### src/rtl/watchdog_timer.sv
// watchdog_timer
// ---------------------------------------------------------------------------
// CSR-programmed watchdog. Software arms the timer by setting EN in CTRL,
// then must write the magic key 0x6B to KICK before TIMEOUT wdt_ce ticks
// elapse. If it does not, a sticky expired flag is set. That flag is turned
// into a system-reset request and/or a timeout indication, depending on the
// assert bits in CTRL. Setting LOCK freezes CTRL and TIMEOUT until reset.
//
// Register map (csr_a):
//   0x00 CTRL    : bit0 EN, bit2 LOCK, bit6 ASSERT_SYS_RESET,
//                  bit7 ASSERT_WDT_TIMEOUT; other bits read 0
//   0x01 TIMEOUT : reload value for the down-counter
//   0x02 KICK    : write-only, 0x6B reloads the counter, reads 0x00
//   0x03 COUNT   : read-only current counter value
//   others       : read 0x00, writes ignored
//
// Ports:
//   clk         - system clock, all state changes on its rising edge
//   rst         - asynchronous active-high reset
//   csr_a       - register address
//   csr_di      - write data
//   csr_we      - write strobe, sampled on the clk edge
//   csr_do      - read data, combinational from csr_a
//   wdt_ce      - one-clk-wide tick enable for the down-counter
//   wdt_sys_rst - registered system reset request
//   wdt_timeout - registered watchdog-timeout indication
// ---------------------------------------------------------------------------
module watchdog_timer #(
  parameter logic [7:0] DFL_TIMEOUT = 8'h03
) (
  input  logic       clk,
  input  logic       rst,
  input  logic [4:0] csr_a,
  input  logic [7:0] csr_di,
  input  logic       csr_we,
  output logic [7:0] csr_do,
  input  logic       wdt_ce,
  output logic       wdt_sys_rst,
  output logic       wdt_timeout
);

  localparam logic [4:0] ADDR_CTRL    = 5'h00;
  localparam logic [4:0] ADDR_TIMEOUT = 5'h01;
  localparam logic [4:0] ADDR_KICK    = 5'h02;
  localparam logic [4:0] ADDR_COUNT   = 5'h03;

  // Only the implemented CTRL bits are stored; reserved bits stay 0.
  localparam logic [7:0] CTRL_MASK = 8'hC5;
  localparam logic [7:0] KICK_KEY  = 8'h6B;

  localparam int EN_BIT      = 0;
  localparam int LOCK_BIT    = 2;
  localparam int SYSRST_BIT  = 6;
  localparam int TIMEOUT_BIT = 7;

  logic [7:0] r_ctrl;
  logic [7:0] r_timeout;
  logic [7:0] r_count;
  logic       r_expired;
  logic       r_sys_rst;
  logic       r_wdt_timeout;

  logic       w_locked;
  logic       w_ctrl_wr;
  logic       w_timeout_wr;
  logic       w_kick;
  logic       w_en_rise;
  logic [7:0] w_ctrl_nxt;
  logic [7:0] w_timeout_nxt;
  logic [7:0] w_count_nxt;
  logic       w_expired_nxt;

  // LOCK is checked against the stored value, so the write that sets LOCK
  // still lands, and every CTRL/TIMEOUT write after it is dropped.
  assign w_locked      = r_ctrl[LOCK_BIT];
  assign w_ctrl_wr     = csr_we && (csr_a == ADDR_CTRL) && !w_locked;
  assign w_timeout_wr  = csr_we && (csr_a == ADDR_TIMEOUT) && !w_locked;
  assign w_kick        = csr_we && (csr_a == ADDR_KICK) && (csr_di == KICK_KEY);
  assign w_ctrl_nxt    = w_ctrl_wr ? (csr_di & CTRL_MASK) : r_ctrl;
  assign w_timeout_nxt = w_timeout_wr ? csr_di : r_timeout;
  assign w_en_rise     = !r_ctrl[EN_BIT] && w_ctrl_nxt[EN_BIT];

  // Counter and expired flag. Priority order:
  //   1. kick or enable edge  - reload from TIMEOUT, clear expired
  //   2. disabled             - hold count, clear expired
  //   3. tick                 - count down; reaching the bottom expires
  // Once expired, the count is 0 and the tick branch keeps it at 0, so
  // the counter never wraps.
  always_comb begin
    w_count_nxt   = r_count;
    w_expired_nxt = r_expired;
    if (w_kick || w_en_rise) begin
      w_count_nxt   = w_timeout_nxt;
      w_expired_nxt = 1'b0;
    end else if (!w_ctrl_nxt[EN_BIT]) begin
      w_expired_nxt = 1'b0;
    end else if (wdt_ce) begin
      if (r_count > 8'd1) begin
        w_count_nxt = r_count - 8'd1;
      end else begin
        w_count_nxt   = 8'd0;
        w_expired_nxt = 1'b1;
      end
    end
  end

  // State registers. The outputs are registered from the next-state values.
  // This makes them rise on the same edge that sets the expired flag, and
  // drop on the edge of a kick or disable.
  always_ff @(posedge clk or posedge rst) begin
    if (rst) begin
      r_ctrl        <= 8'h00;
      r_timeout     <= DFL_TIMEOUT;
      r_count       <= DFL_TIMEOUT;
      r_expired     <= 1'b0;
      r_sys_rst     <= 1'b0;
      r_wdt_timeout <= 1'b0;
    end else begin
      r_ctrl        <= w_ctrl_nxt;
      r_timeout     <= w_timeout_nxt;
      r_count       <= w_count_nxt;
      r_expired     <= w_expired_nxt;
      r_sys_rst     <= w_expired_nxt && w_ctrl_nxt[SYSRST_BIT];
      r_wdt_timeout <= w_expired_nxt && w_ctrl_nxt[TIMEOUT_BIT];
    end
  end

  // Read mux. KICK and unmapped addresses read back as zero.
  always_comb begin
    csr_do = 8'h00;
    case (csr_a)
      ADDR_CTRL:    csr_do = r_ctrl;
      ADDR_TIMEOUT: csr_do = r_timeout;
      ADDR_COUNT:   csr_do = r_count;
      default:      csr_do = 8'h00;
    endcase
  end

  assign wdt_sys_rst = r_sys_rst;
  assign wdt_timeout = r_wdt_timeout;

endmodule

### config.mk
export PLATFORM = sky130hd
export DESIGN_NAME = watchdog_timer
export DESIGN_NICKNAME = d
export VERILOG_FILES = /design/src/rtl/watchdog_timer.sv
export SDC_FILE = /design/constraint.sdc
export NUM_CORES = 1
export LEC_CHECK = 0
export ABC_AREA = 1
export BUFFER_PORTS_ARGS = -buffer_cell sky130_fd_sc_hd__buf_2
export CAP_MARGIN = 20
export CORE_ASPECT_RATIO = 0.7
export CORE_UTILIZATION = 55
export CTS_CLUSTER_SIZE = 40
export DETAILED_ROUTE_END_ITERATION = 8
export PLACE_DENSITY = 0.85
export SYNTH_ARGS = -nofsm -noshare
export SYNTH_HDL_FRONTEND = slang
export SYNTH_SLANG_ARGS = --single-unit
### constraint.sdc
create_clock -name clk -period 2.1 [get_ports clk]
set_input_delay 0.315 -clock clk [delete_from_list [all_inputs] [get_ports clk]]
set_output_delay 0.315 -clock clk [all_outputs]
set_load 0.05 [all_outputs]
==> impl_table.tex, run 1 <==
\begin{tabular}{lr}
\hline
Metric & Value \\
\hline
\multicolumn{2}{l}{\textbf{Outcome}} \\
\quad Result of the run & completed \\
\multicolumn{2}{l}{\textbf{Cells and area}} \\
\quad Number of diodes added for antenna fixing & 0 \\
\quad Share of final-layout standard cells stronger than drive strength 1 & 22.0\% \\
\quad Count of nets after finishing & 261 \\
\quad Fill cell count & 222 \\
\quad Final std cells w/o fill & 275 \\
\quad Area used by sequential logic in the layout & 581 um2 \\
\quad Core occupancy in the finished layout & 68.3\% \\
\quad Area of the multi-input gates & 836 um2 \\
\quad Post-synthesis to final-layout area growth & 13.5\% \\
\multicolumn{2}{l}{\textbf{Clock network}} \\
\quad Maximum clock path buffer count & 2 \\
\quad Clock root buffer & sky130\_fd\_sc\_hd\_\_clkbuf\_8 \\
\quad Number of clock sinks & 23 \\
\quad Post-CTS Resized & 0 \\
\quad Latest clock arrival within the worst-skew pair & 0.27 ns \\
\quad CTS Buf Count & 3 \\
\quad Level count of the clock H-tree & 1 \\
\quad Number of buffers inserted by hold repair at cts & 0 \\
\quad Clock-pin slew of the registers on the worst-case setup and hold paths & 0.08 ns \\
\quad Setup fix buffers added after clock tree synthesis & 0 \\
\quad Clock tree from TritonCTS & done \\
\multicolumn{2}{l}{\textbf{Power and ir drop}} \\
\quad P\_int & 1040 uW \\
\quad Leakage & 0.000942 uW \\
\quad Gate power share & 47.4\% \\
\quad Switching power of the nets & 809 uW \\
\quad Flop pwr share & 37.7\% \\
\quad Cell Pwr Density & 1060 nW/um2 \\
\quad Clock network fraction of design power & 14.9\% \\
\quad Maximum resistive drop on vdd & 0.595 mV \\
\quad Share of total power consumed by net switching & 43.7\% \\
\multicolumn{2}{l}{\textbf{Global routing}} \\
\quad GRT Util Overall & 27.6\% \\
\quad Number of global-route vias before repair & 1,255 \\
\quad Sum of overflow across all layers after global routing & 0 \\
\quad Maximum number of pins on one net before global-route repair & 24 \\
\quad First-pass GRT wire length & 6.10 mm \\
\quad Antenna violations before repair & 0 \\
\multicolumn{2}{l}{\textbf{Place}} \\
\quad Number of port buffers & 26 \\
\quad Final weighted congestion in routability-driven placement & 0.881 \\
\quad HPWL reported at the end of detailed placement & 2.92 mm \\
\quad Cell Count Post-Placement & 271 \\
\multicolumn{2}{l}{\textbf{Setup path}} \\
\quad Arrival time of the worst setup path & 2.08 ns \\
\quad Critical path class & flip-flop to flip-flop \\
\quad Crit Path Max Fanout & 6 \\
\quad Required time reported for the critical path endpoint & 2.31 ns \\
\quad Reg2Reg Depth & 11 \\
\quad Element type at the critical path end & flip-flop \\
\quad Crit path launch type & flip-flop \\
\multicolumn{2}{l}{\textbf{Routing}} \\
\quad Drc violations & 0 \\
\quad Iteration-0 DRC count of the detailed router & 103 \\
\quad Number of nets with antenna violations after detailed routing & 0 \\
\quad Via count of the routed design & 1,485 \\
\quad Drt via density & 5.40 \\
\quad Wire length per cell after detailed routing & 13.2 um \\
\quad First-pass DRT Iterations & 4 \\
\quad Overall routed net length & 3.63 mm \\
\multicolumn{2}{l}{\textbf{STA}} \\
\quad Worst max-slew margin expressed relative to the limit & 79.6\% \\
\quad Share of the cycle needed by the critical path after routing & 88.8\% \\
\quad Shortest clock period the worst path allows after layout & 1.86 ns \\
\quad Number of failing hold endpoints at the final stage & 0 \\
\quad Maximum clock rate & 536 MHz \\
\quad RSZ-0062 raised after global routing & no \\
\quad Number of endpoints failing setup at the final stage & 0 \\
\quad Worst-margin pin slew & 0.306 ns \\
\quad Aggregate negative setup slack & 0 ns \\
\quad Number of pins with negative max-slew slack in the final report & 0 \\
\quad Clk\_skew & 0.00408 ns \\
\multicolumn{2}{l}{\textbf{Synth}} \\
\quad Number of warnings issued by yosys & 0 \\
\quad Area share of the leading cell type in the synthesized netlist & 31.0\% \\
\quad Mean instance size in the synthesized netlist & 7.24 um2 \\
\quad Nets in the synthesized netlist & 231 \\
\quad Count of mapped cells out of synthesis & 212 \\
\quad Most common library cells after synthesis & sky130\_fd\_sc\_hd\_\_nand2\_1, sky130\_fd\_sc\_hd\_\_inv\_1, sky130\_fd\_sc\_hd\_\_nand3\_1, sky130\_fd\_sc\_hd\_\_dfrtp\_1, sky130\_fd\_sc\_hd\_\_nor2\_1 \\
\quad Cell type contributing the most total cell area after synthesis & sky130\_fd\_sc\_hd\_\_dfrtp\_1 \\
\quad Post-synthesis instance area & 1540 um2 \\
\quad Synthesis-stage register bit count & 23 \\
\quad Dominant cell by count in the synthesized netlist & sky130\_fd\_sc\_hd\_\_nand2\_1 \\
\quad Count of flip-flops with a built-in enable after synthesis & 0 \\
\quad Number of different library cells in the post-synthesis netlist & 27 \\
\quad Proportion of register bits with asynchronous set or reset after synthesis & 100\% \\
\quad Most frequently used flop master after synthesis & sky130\_fd\_sc\_hd\_\_dfrtp\_1 \\
\quad Top cells by area in the synthesized netlist & sky130\_fd\_sc\_hd\_\_dfrtp\_1, sky130\_fd\_sc\_hd\_\_nand2\_1, sky130\_fd\_sc\_hd\_\_nand3\_1, sky130\_fd\_sc\_hd\_\_dfstp\_2, sky130\_fd\_sc\_hd\_\_inv\_1 \\
\quad Sequential share of the synthesized area & 37.8\% \\
\multicolumn{2}{l}{\textbf{Hold path}} \\
\quad Hold Path Class & input pin to async pin \\
\multicolumn{2}{l}{\textbf{Die}} \\
\quad Initial standard-cell utilization of the core & 60.1\% \\
\quad Core area & 2550 um2 \\
\quad Rows & 15 \\
\quad Y dimension of the die & 46.2 um \\
\quad Num ports & 27 \\
\quad Die W & 65.1 um \\
\quad Die Outline Area & 3010 um2 \\
\multicolumn{2}{l}{\textbf{Flow run}} \\
\quad Max-Cap Viols & 0 \\
\hline
\end{tabular}
==> state kept, by name, summed over array words and instances (netlist names) <==
signal / cells
r_count: 8
r_ctrl: 4
r_expired: 1
r_timeout: 8
wdt_sys_rst: 1
wdt_timeout: 1
==> cells in the final DEF (no fill, tap or decap) <==
cell type / netlist / final
sky130_fd_sc_hd__a31o_2: 1 / 1
sky130_fd_sc_hd__buf_2: 0 / 26
sky130_fd_sc_hd__buf_4: 1 / 1
sky130_fd_sc_hd__clkbuf_8: 0 / 3
sky130_fd_sc_hd__clkinv_2: 0 / 1
sky130_fd_sc_hd__dfrtp_1: 19 / 19
sky130_fd_sc_hd__dfstp_2: 4 / 4
sky130_fd_sc_hd__ha_1: 2 / 2
sky130_fd_sc_hd__inv_1: 24 / 24
sky130_fd_sc_hd__inv_2: 1 / 1
sky130_fd_sc_hd__inv_4: 1 / 1
sky130_fd_sc_hd__nand2_1: 73 / 73
sky130_fd_sc_hd__nand2_2: 3 / 3
sky130_fd_sc_hd__nand2_4: 4 / 4
sky130_fd_sc_hd__nand3_1: 22 / 22
sky130_fd_sc_hd__nand4_1: 10 / 10
sky130_fd_sc_hd__nand4_2: 1 / 1
sky130_fd_sc_hd__nor2_1: 18 / 18
sky130_fd_sc_hd__nor2_4: 3 / 3
sky130_fd_sc_hd__nor2_8: 1 / 1
sky130_fd_sc_hd__nor3_1: 1 / 1
sky130_fd_sc_hd__o211ai_1: 4 / 4
sky130_fd_sc_hd__o21ai_0: 9 / 9
sky130_fd_sc_hd__o21ai_1: 2 / 2
sky130_fd_sc_hd__o21ai_2: 2 / 2
sky130_fd_sc_hd__o21ai_4: 1 / 1
sky130_fd_sc_hd__o21bai_1: 1 / 1
sky130_fd_sc_hd__xnor2_1: 1 / 1
sky130_fd_sc_hd__xor2_1: 2 / 2
==> power by group through the flow <==
stage,Combinational [uW],Sequential (uW),Clock (uW)
2_1_floorplan,682,678,0
3_3_place_gp,837,696,0
3_5_place_dp,866,698,0
4_1_cts,870,691,283
5_1_grt,991,712,305
6_report,877,697,276
==> path summary, 6_finish.rpt <==
| check | slack, ns | startpoint | endpoint |
|---|---|---|---|
| min reg2reg | 0.49 | r_timeout[1] | r_timeout[1] |
| max reg2reg | 0.24 | r_count[0] | r_count[0] |
| min in group clk | 0.33 | csr_di[1] | r_timeout[1] |
| max in group asynchronous | 1.74 | rst | r_timeout[1] |
| min | 0.08 | rst | r_expired |
| max | 0.24 | r_count[0] | r_count[0] |
==> cell type report <==
cell class              instances  area share, %
well taps                      34           2.44
flip-flops and latches         23           33.3
multi-input cells             161           48.0
inverters                      26           5.74
clock buffers                   3           2.37
clock inverters                 1          0.287
repair buffers                 27           7.90
==> cell families after synthesis <==
logic type	synth area share (%)
buf+inv	7.74
fa+ha+maj	1.63
xor+xnor	1.71
compound gates	8.80
simple gates	42.3
flops	37.8
==> stage by stage <==
stage / setup WS, ns / hold WS, ns / cell area (um2) / total power [uW]
floorplan: -0.114 / 0.314 / 1540 / 1360
global placement: 0.313 / 0.366 / 1700 / 1530
detailed placement: 0.273 / 0.372 / 1700 / 1560
CTS: 0.252 / 0.0790 / 1740 / 1840
global route: 0.0657 / 0.0826 / 1740 / 2010
finish: 0.235 / 0.0760 / 1740 / 1850
==> critical path, cell delays in order (launching register included) <==
cell and delay (ns):
sky130_fd_sc_hd__dfstp_2 0.57, sky130_fd_sc_hd__inv_1 0.10, sky130_fd_sc_hd__ha_1 0.28, sky130_fd_sc_hd__nor2_1 0.12
sky130_fd_sc_hd__nor2_1 0.07, sky130_fd_sc_hd__nand2_1 0.18, sky130_fd_sc_hd__inv_1 0.10, sky130_fd_sc_hd__nor2_1 0.10
sky130_fd_sc_hd__nand3_1 0.09, sky130_fd_sc_hd__nand2_1 0.08, sky130_fd_sc_hd__nand2_1 0.05, sky130_fd_sc_hd__nand2_1 0.06
==> layer usage <==
metal	GRT usage, %	up-vias	part of all wire, %
met3	7.18	2	6.9
li1	-	742	-
met4	3.91	0	0.28
met5	0	-	0
met2	40.6	55	43
met1	41.4	686	50
No activity file was read; power rests on OpenSTA's default activity.
==> run 2, diff against run 1 <==
--- a/config.mk
+++ b/config.mk
@@ -8,10 +8,10 @@
 export ABC_AREA = 1
 export BUFFER_PORTS_ARGS = -buffer_cell sky130_fd_sc_hd__buf_2
 export CAP_MARGIN = 20
-export CORE_ASPECT_RATIO = 0.7
 export CORE_UTILIZATION = 55
 export CTS_CLUSTER_SIZE = 40
 export DETAILED_ROUTE_END_ITERATION = 8
+export HOLD_SLACK_MARGIN = 0.1
 export PLACE_DENSITY = 0.85
 export SYNTH_ARGS = -nofsm -noshare
 export SYNTH_HDL_FRONTEND = slang
==> run 2 against run 1 <==
Against the previous run:
- combinational power shrank 1%
- cell count fell by 1.1%
- clock power fell by 22%
- die area decreased by 0.12%
- final area is 0.79% lower
- count of clock-buffer cells in the layout is the same
- core utilization is 0.94 points lower
- sequential share of layout area is 0.27 points higher
- clock skew increased by 0.010 ns
- fmax rose by 0.17%
==> impl_table.tex, run 2 (same netlist as run 1, synthesis figures left out) <==
\begin{tabular}{lr}
\hline
Metric & Value \\
\hline
\multicolumn{2}{l}{\textbf{Cells and area}} \\
\quad Most common cell after layout, fill and taps aside & sky130\_fd\_sc\_hd\_\_nand2\_1 (unchanged) \\
\quad Fill cell count & 235 (was 222) \\
\quad Top library cells by usage in the layout, fill and taps aside & sky130\_fd\_sc\_hd\_\_nand2\_1, sky130\_fd\_sc\_hd\_\_buf\_2, sky130\_fd\_sc\_hd\_\_inv\_1 (unchanged) \\
\quad Count of nets after finishing & 262 (was 261) \\
\quad Core occupancy in the finished layout & 67.3\% (was 68.3\%) \\
\quad Number of diodes added for antenna fixing & 0 (unchanged) \\
\quad Biggest regs & r\_count: 8 flops, r\_timeout: 8 flops, r\_ctrl: 4 flops (unchanged) \\
\quad Post-synthesis to final-layout area growth & 12.6\% (was 13.5\%) \\
\quad Share of final-layout standard cells stronger than drive strength 1 & 21.9\% (was 22.0\%) \\
\multicolumn{2}{l}{\textbf{Routing}} \\
\quad Number of nets with antenna violations after detailed routing & 0 (unchanged) \\
\quad Wire length per cell after detailed routing & 12.7 um (was 13.2 um) \\
\quad Drc violations & 0 (unchanged) \\
\quad Iteration-0 DRC count of the detailed router & 50 (was 103) \\
\quad Drt via density & 5.49 (was 5.40) \\
\quad Overall routed net length & 3.45 mm (was 3.63 mm) \\
\quad First-pass DRT Iterations & 4 (unchanged) \\
\quad Via count of the routed design & 1,493 (was 1,485) \\
\multicolumn{2}{l}{\textbf{Global routing}} \\
\quad First-pass GRT wire length & 5.66 mm (was 6.10 mm) \\
\quad Number of global-route vias before repair & 1,386 (was 1,255) \\
\quad Antenna violations before repair & 0 (unchanged) \\
\quad GRT Util Overall & 27.5\% (was 27.6\%) \\
\quad Maximum number of pins on one net before global-route repair & 24 (unchanged) \\
\quad Sum of overflow across all layers after global routing & 0 (unchanged) \\
\multicolumn{2}{l}{\textbf{Setup path}} \\
\quad Element type at the critical path end & output pin (was flip-flop) \\
\quad Required time reported for the critical path endpoint & 1.78 ns (was 2.31 ns) \\
\quad Crit path launch type & input pin (was flip-flop) \\
\quad Critical-path top delay cell & sky130\_fd\_sc\_hd\_\_buf\_2 (was sky130\_fd\_sc\_hd\_\_dfstp\_2) \\
\quad Critical path class & input pin to output pin (was flip-flop to flip-flop) \\
\quad Launch point of the critical path & csr\_a[3] (was r\_count[0]) \\
\quad Critical path's largest stage delay & 0.31 ns (was 0.57 ns) \\
\quad Crit path cell chain & buf\_2, nor2\_4, nand2\_1, nor3\_1, inv\_1, o211ai\_1, buf\_2 (was inv\_1, ha\_1, nor2\_1, nor2\_1, nand2\_1, inv\_1, nor2\_1, nand3\_1, nand2\_1, nand2\_1, nand2\_1) \\
\quad Arrival time of the worst setup path & 1.55 ns (was 2.08 ns) \\
\quad Crit Path Max Fanout & 8 (was 6) \\
\quad Crit path top cell by count & sky130\_fd\_sc\_hd\_\_buf\_2 (was sky130\_fd\_sc\_hd\_\_nand2\_1) \\
\quad Reg2reg start & r\_count[0] (unchanged) \\
\multicolumn{2}{l}{\textbf{STA}} \\
\quad Clk\_skew & 0.0146 ns (was 0.00408 ns) \\
\quad Number of endpoints failing setup at the final stage & 0 (unchanged) \\
\quad Worst-margin pin slew & 0.307 ns (was 0.306 ns) \\
\quad Share of the cycle needed by the critical path after routing & 88.7\% (was 88.8\%) \\
\quad Number of failing hold endpoints at the final stage & 0 (unchanged) \\
\quad Worst max-slew margin expressed relative to the limit & 79.5\% (was 79.6\%) \\
\quad Shortest clock period the worst path allows after layout & 1.86 ns (about the same) \\
\quad Worst hold slack & 0.266 ns (was 0.0760 ns) \\
\quad Number of pins with negative max-slew slack in the final report & 0 (unchanged) \\
\quad RSZ-0062 raised after global routing & no (unchanged) \\
\quad Maximum clock rate & 537 MHz (was 536 MHz) \\
\multicolumn{2}{l}{\textbf{Die}} \\
\quad Initial standard-cell utilization of the core & 59.8\% (was 60.1\%) \\
\quad Y dimension of the die & 54.8 um (was 46.2 um) \\
\quad Core area & 2570 um2 (was 2550 um2) \\
\quad Die Outline Area & 3010 um2 (about the same) \\
\quad Rows & 18 (was 15) \\
\quad Num ports & 27 (unchanged) \\
\quad Die W & 54.8 um (was 65.1 um) \\
\multicolumn{2}{l}{\textbf{Clock network}} \\
\quad Maximum clock path buffer count & 2 (unchanged) \\
\quad Latest clock arrival within the worst-skew pair & 0.33 ns (was 0.27 ns) \\
\quad Clock root buffer & sky130\_fd\_sc\_hd\_\_clkbuf\_4 (was sky130\_fd\_sc\_hd\_\_clkbuf\_8) \\
\quad Clock tree from TritonCTS & done (unchanged) \\
\quad CTS Buf Count & 3 (unchanged) \\
\quad Number of clock sinks & 23 (unchanged) \\
\quad Level count of the clock H-tree & 1 (unchanged) \\
\quad Setup fix buffers added after clock tree synthesis & 0 (unchanged) \\
\quad Number of buffers inserted by hold repair at cts & 1 (was 0) \\
\quad Clock-pin slew of the registers on the worst-case setup and hold paths & 0.14 ns (was 0.08 ns) \\
\quad Post-CTS Resized & 0 (unchanged) \\
\multicolumn{2}{l}{\textbf{Power and ir drop}} \\
\quad Maximum resistive drop on vdd & 0.824 mV (was 0.595 mV) \\
\quad Leakage & 0.000938 uW (was 0.000942 uW) \\
\quad Cell Pwr Density & 1020 nW/um2 (was 1060 nW/um2) \\
\multicolumn{2}{l}{\textbf{Flow run}} \\
\quad Max-Cap Viols & 0 (unchanged) \\
\multicolumn{2}{l}{\textbf{Place}} \\
\quad Number of port buffers & 26 (unchanged) \\
\quad HPWL reported at the end of detailed placement & 2.74 mm (was 2.92 mm) \\
\quad Final weighted congestion in routability-driven placement & 0.968 (was 0.881) \\
\multicolumn{2}{l}{\textbf{Outcome}} \\
\quad Result of the run & completed (unchanged) \\
\multicolumn{2}{l}{\textbf{Hold path}} \\
\quad Start point of the worst hold path & csr\_di[5] \\
\quad Hold Path Class & input pin to flip-flop (was input pin to async pin) \\
\hline
\end{tabular}
-- run 2: cell types whose count changed in the layout (fill, tap and decap cells not counted) --
cell	before	now
sky130_fd_sc_hd__clkbuf_4	0	3
sky130_fd_sc_hd__clkbuf_8	3	0
sky130_fd_sc_hd__dlygate4sd3_1	0	1
-- run 2: per-stage QoR --
step / std cells / total power, uW / worst slack [ns] / instance area [um2] / TNS [ns]
floorplan: 212 / 1360 / -0.114 / 1540 / -0.457
global placement: 267 / 1540 / 0.289 / 1690 / 0
detailed placement: 267 / 1550 / 0.297 / 1690 / 0
CTS: 272 / 1770 / 0.278 / 1730 / 0
global route: 272 / 1940 / 0.0798 / 1730 / 0
finish: 272 / 1770 / 0.238 / 1730 / 0
-- run 2: final cells by class --
cell class	count	area (um2)	area share [%]
Clock buffer	3	22.5	1.30
Clock inverter	1	5.00	0.289
Inverter	26	100	5.79
Multi-Input combinational cell	161	836	48.3
Sequential cell	23	581	33.6
Tap cell	30	37.5	2.17
Timing Repair Buffer	28	148	8.54
-- run 2: worst paths after layout --
kind | endpoint | slack, ns | cells after the start
min in group asynchronous | r_ctrl[7] | 0.58 | 4
min | r_timeout[5] | 0.27 | 3
max in group asynchronous | r_count[1] | 1.22 | 4
max | csr_do[0] | 0.24 | 7
max reg2reg | r_count[1] | 0.29 | 11
min reg2reg | r_timeout[0] | 0.51 | 2
-- run 2: routing by layer --
layer	vias to the layer above	track usage, %	routed length (um)
met3	7	3.61	145
met2	37	47.4	1590
met1	701	33.7	1640
met5	-	0	0
met4	0	12.0	70
li1	748	-	-
-- run 2: power by group --
part | internal, uW | switching [uW] | total (uW) | leakage [uW]
Combinational | 328 | 537 | 865 | 0.000636
Sequential | 581 | 110 | 690 | 0.000285
Clock | 71.5 | 143 | 214 | 0.0000177
-- run 2: worst max-delay path: cells and delay by family --
kind,cells,cell delay [ns]
buffers and inverters,3,0.59
AOI/OAI and AO/OA,1,0.24
and+or+nand+nor,3,0.41
==> run 3, diff against run 2 <==
--- a/config.mk
+++ b/config.mk
@@ -11,8 +11,9 @@
 export CORE_UTILIZATION = 55
 export CTS_CLUSTER_SIZE = 40
 export DETAILED_ROUTE_END_ITERATION = 8
+export GPL_ROUTABILITY_DRIVEN = 0
 export HOLD_SLACK_MARGIN = 0.1
-export PLACE_DENSITY = 0.85
+export PLACE_DENSITY_LB_ADDON = 0.3
 export SYNTH_ARGS = -nofsm -noshare
 export SYNTH_HDL_FRONTEND = slang
 export SYNTH_SLANG_ARGS = --single-unit
==> run 3 against run 2 <==
Against the previous run:
- count of clock-buffer cells in the layout stayed put
- wire length up 1.2%
- cell count did not move
- worst hold slack got worse by 0.0080 ns
- fmax decreased by 2.0%
- non-clock buffer count unchanged
- register-to-register slack hardly changed
- clock skew down 0.0073 ns
- combinational power about the same
- core utilization is 0.097 points higher
- largest power group unchanged
==> impl_table.tex, run 3 (same netlist as run 1, synthesis figures left out) <==
\begin{tabular}{lr}
\hline
Metric & Value \\
\hline
\multicolumn{2}{l}{\textbf{Outcome}} \\
\quad Result of the run & completed (unchanged) \\
\multicolumn{2}{l}{\textbf{Routing}} \\
\quad Iteration-0 DRC count of the detailed router & 66 (was 50) \\
\quad Via count of the routed design & 1,458 (was 1,493) \\
\quad First-pass DRT Iterations & 4 (unchanged) \\
\quad Drt via density & 5.36 (was 5.49) \\
\quad Number of nets with antenna violations after detailed routing & 0 (unchanged) \\
\quad Overall routed net length & 3.49 mm (was 3.45 mm) \\
\quad Drc violations & 0 (unchanged) \\
\quad Wire length per cell after detailed routing & 12.8 um (was 12.7 um) \\
\multicolumn{2}{l}{\textbf{STA}} \\
\quad Worst max-slew margin expressed relative to the limit & 79.2\% (was 79.5\%) \\
\quad Share of the cycle needed by the critical path after routing & 90.5\% (was 88.7\%) \\
\quad RSZ-0062 raised after global routing & no (unchanged) \\
\quad Maximum clock rate & 526 MHz (was 537 MHz) \\
\quad Number of pins with negative max-slew slack in the final report & 0 (unchanged) \\
\quad Number of endpoints failing setup at the final stage & 0 (unchanged) \\
\quad Worst-margin pin slew & 0.311 ns (was 0.307 ns) \\
\quad Number of failing hold endpoints at the final stage & 0 (unchanged) \\
\quad Shortest clock period the worst path allows after layout & 1.90 ns (was 1.86 ns) \\
\quad Clk\_skew & 0.00731 ns (was 0.0146 ns) \\
\multicolumn{2}{l}{\textbf{Cells and area}} \\
\quad Final std cells w/o fill & 272 (unchanged) \\
\quad Most common cell after layout, fill and taps aside & sky130\_fd\_sc\_hd\_\_nand2\_1 (unchanged) \\
\quad Count of nets after finishing & 262 (unchanged) \\
\quad Post-synthesis to final-layout area growth & 12.8\% (was 12.6\%) \\
\quad Top library cells by usage in the layout, fill and taps aside & sky130\_fd\_sc\_hd\_\_nand2\_1, sky130\_fd\_sc\_hd\_\_buf\_2, sky130\_fd\_sc\_hd\_\_inv\_1 (unchanged) \\
\quad Core occupancy in the finished layout & 67.4\% (was 67.3\%) \\
\quad Share of final-layout standard cells stronger than drive strength 1 & 21.9\% (unchanged) \\
\quad Biggest regs & r\_count: 8 flops, r\_timeout: 8 flops, r\_ctrl: 4 flops (unchanged) \\
\quad Area of the multi-input gates & 836 um2 (unchanged) \\
\quad Area used by sequential logic in the layout & 581 um2 (unchanged) \\
\quad Fill cell count & 228 (was 235) \\
\quad Number of diodes added for antenna fixing & 0 (unchanged) \\
\multicolumn{2}{l}{\textbf{Global routing}} \\
\quad Antenna violations before repair & 0 (unchanged) \\
\quad Sum of overflow across all layers after global routing & 0 (unchanged) \\
\quad Number of global-route vias before repair & 1,346 (was 1,386) \\
\quad First-pass GRT wire length & 5.83 mm (was 5.66 mm) \\
\quad Maximum number of pins on one net before global-route repair & 24 (unchanged) \\
\quad GRT Util Overall & 27.7\% (was 27.5\%) \\
\multicolumn{2}{l}{\textbf{Place}} \\
\quad HPWL reported at the end of detailed placement & 2.73 mm (was 2.74 mm) \\
\quad Number of port buffers & 26 (unchanged) \\
\quad Cell Count Post-Placement & 267 (unchanged) \\
\multicolumn{2}{l}{\textbf{Setup path}} \\
\quad Element type at the critical path end & output pin (unchanged) \\
\quad Arrival time of the worst setup path & 1.58 ns (was 1.55 ns) \\
\quad Crit Path Max Fanout & 8 (unchanged) \\
\quad Critical-path top delay cell & sky130\_fd\_sc\_hd\_\_buf\_2 (unchanged) \\
\quad Required time reported for the critical path endpoint & 1.78 ns (about the same) \\
\quad Critical path class & input pin to output pin (unchanged) \\
\quad Crit path launch type & input pin (unchanged) \\
\quad Crit path cell chain & buf\_2, nor2\_4, nand2\_1, nor3\_1, inv\_1, o21ai\_0, buf\_2 (was buf\_2, nor2\_4, nand2\_1, nor3\_1, inv\_1, o211ai\_1, buf\_2) \\
\quad Critical path's largest stage delay & 0.32 ns (was 0.31 ns) \\
\quad Crit path top cell by count & sky130\_fd\_sc\_hd\_\_buf\_2 (unchanged) \\
\multicolumn{2}{l}{\textbf{Die}} \\
\quad Initial standard-cell utilization of the core & 59.8\% (unchanged) \\
\quad Num ports & 27 (unchanged) \\
\quad Rows & 18 (unchanged) \\
\quad Die Outline Area & 3010 um2 (unchanged) \\
\quad Die W & 54.8 um (unchanged) \\
\quad Y dimension of the die & 54.8 um (unchanged) \\
\quad Core area & 2570 um2 (unchanged) \\
\multicolumn{2}{l}{\textbf{Clock network}} \\
\quad Post-CTS Resized & 0 (unchanged) \\
\quad Clock tree from TritonCTS & done (unchanged) \\
\quad Clock root buffer & sky130\_fd\_sc\_hd\_\_clkbuf\_4 (unchanged) \\
\quad Maximum clock path buffer count & 2 (unchanged) \\
\quad Clock-pin slew of the registers on the worst-case setup and hold paths & 0.14 ns (about the same) \\
\quad Number of clock sinks & 23 (unchanged) \\
\quad Setup fix buffers added after clock tree synthesis & 0 (unchanged) \\
\quad CTS Buf Count & 3 (unchanged) \\
\quad Level count of the clock H-tree & 1 (unchanged) \\
\quad Latest clock arrival within the worst-skew pair & 0.32 ns (was 0.33 ns) \\
\multicolumn{2}{l}{\textbf{Flow run}} \\
\quad Max-Cap Viols & 0 (unchanged) \\
\multicolumn{2}{l}{\textbf{Hold path}} \\
\quad Hold Path Class & input pin to flip-flop (unchanged) \\
\multicolumn{2}{l}{\textbf{Power and ir drop}} \\
\quad Cell Pwr Density & 1030 nW/um2 (was 1020 nW/um2) \\
\quad Overall Power & 1780 uW (was 1770 uW) \\
\quad Leakage & 0.000935 uW (was 0.000938 uW) \\
\quad Maximum resistive drop on vdd & 0.973 mV (was 0.824 mV) \\
\hline
\end{tabular}
run 3: power breakdown:
| part | internal (uW) | total [uW] | switching [uW] |
|---|---|---|---|
| registers | 580 | 693 | 113 |
| logic | 328 | 864 | 537 |
| clock network | 72.9 | 220 | 148 |
run 3: worst paths after layout:
check,startpoint,end,slack [ns],depth (start not counted)
setup / recovery,csr_a[3],csr_do[1],0.20,7
hold / removal,csr_di[1],r_timeout[1],0.26,3
max in group asynchronous,rst,r_count[1],1.26,4
min in group asynchronous,rst,r_ctrl[7],0.55,4
hold reg to reg,r_count[1],r_count[1],0.51,2
setup reg to reg,r_count[0],r_count[2],0.30,11
run 3: layout make-up:
type	instances	area share [%]
well taps	30	2.17
inverters	26	5.78
repair buffers	28	8.53
flip-flops and latches	23	33.5
multi-input cells	161	48.3
clock buffers	3	1.30
clock inverters	1	0.434
run 3: timing repair:
action	4_1_cts	5_1_grt
hold buffers	1	0
endpoints found under the hold margin	19	0
endpoints found under the setup margin	0	0
run 3: per-stage QoR:
step | hold WS, ns | TNS (ns) | cell area, um2 | setup WS, ns
floorplan | 0.314 | -0.457 | 1540 | -0.114
global placement | 0.368 | 0 | 1690 | 0.251
detailed placement | 0.374 | 0 | 1690 | 0.213
CTS | 0.249 | 0 | 1730 | 0.207
global route | 0.257 | 0 | 1730 | 0.0164
finish | 0.258 | 0 | 1730 | 0.200
run 3: critical path: cells and delay by family:
| family | cells | cell delay (ns) |
|---|---|---|
| compound gates | 1 | 0.26 |
| simple gates | 3 | 0.40 |
| buf+inv | 3 | 0.59 |
run 3: per-layer routing:
layer | GRT usage (%) | routed length [um] | up-vias
met3 | 3.61 | 218 | 4
met5 | 0 | 0 | -
met2 | 45.8 | 1600 | 42
met4 | 6.41 | 27 | 0
met1 | 38.1 | 1640 | 662
li1 | - | - | 750
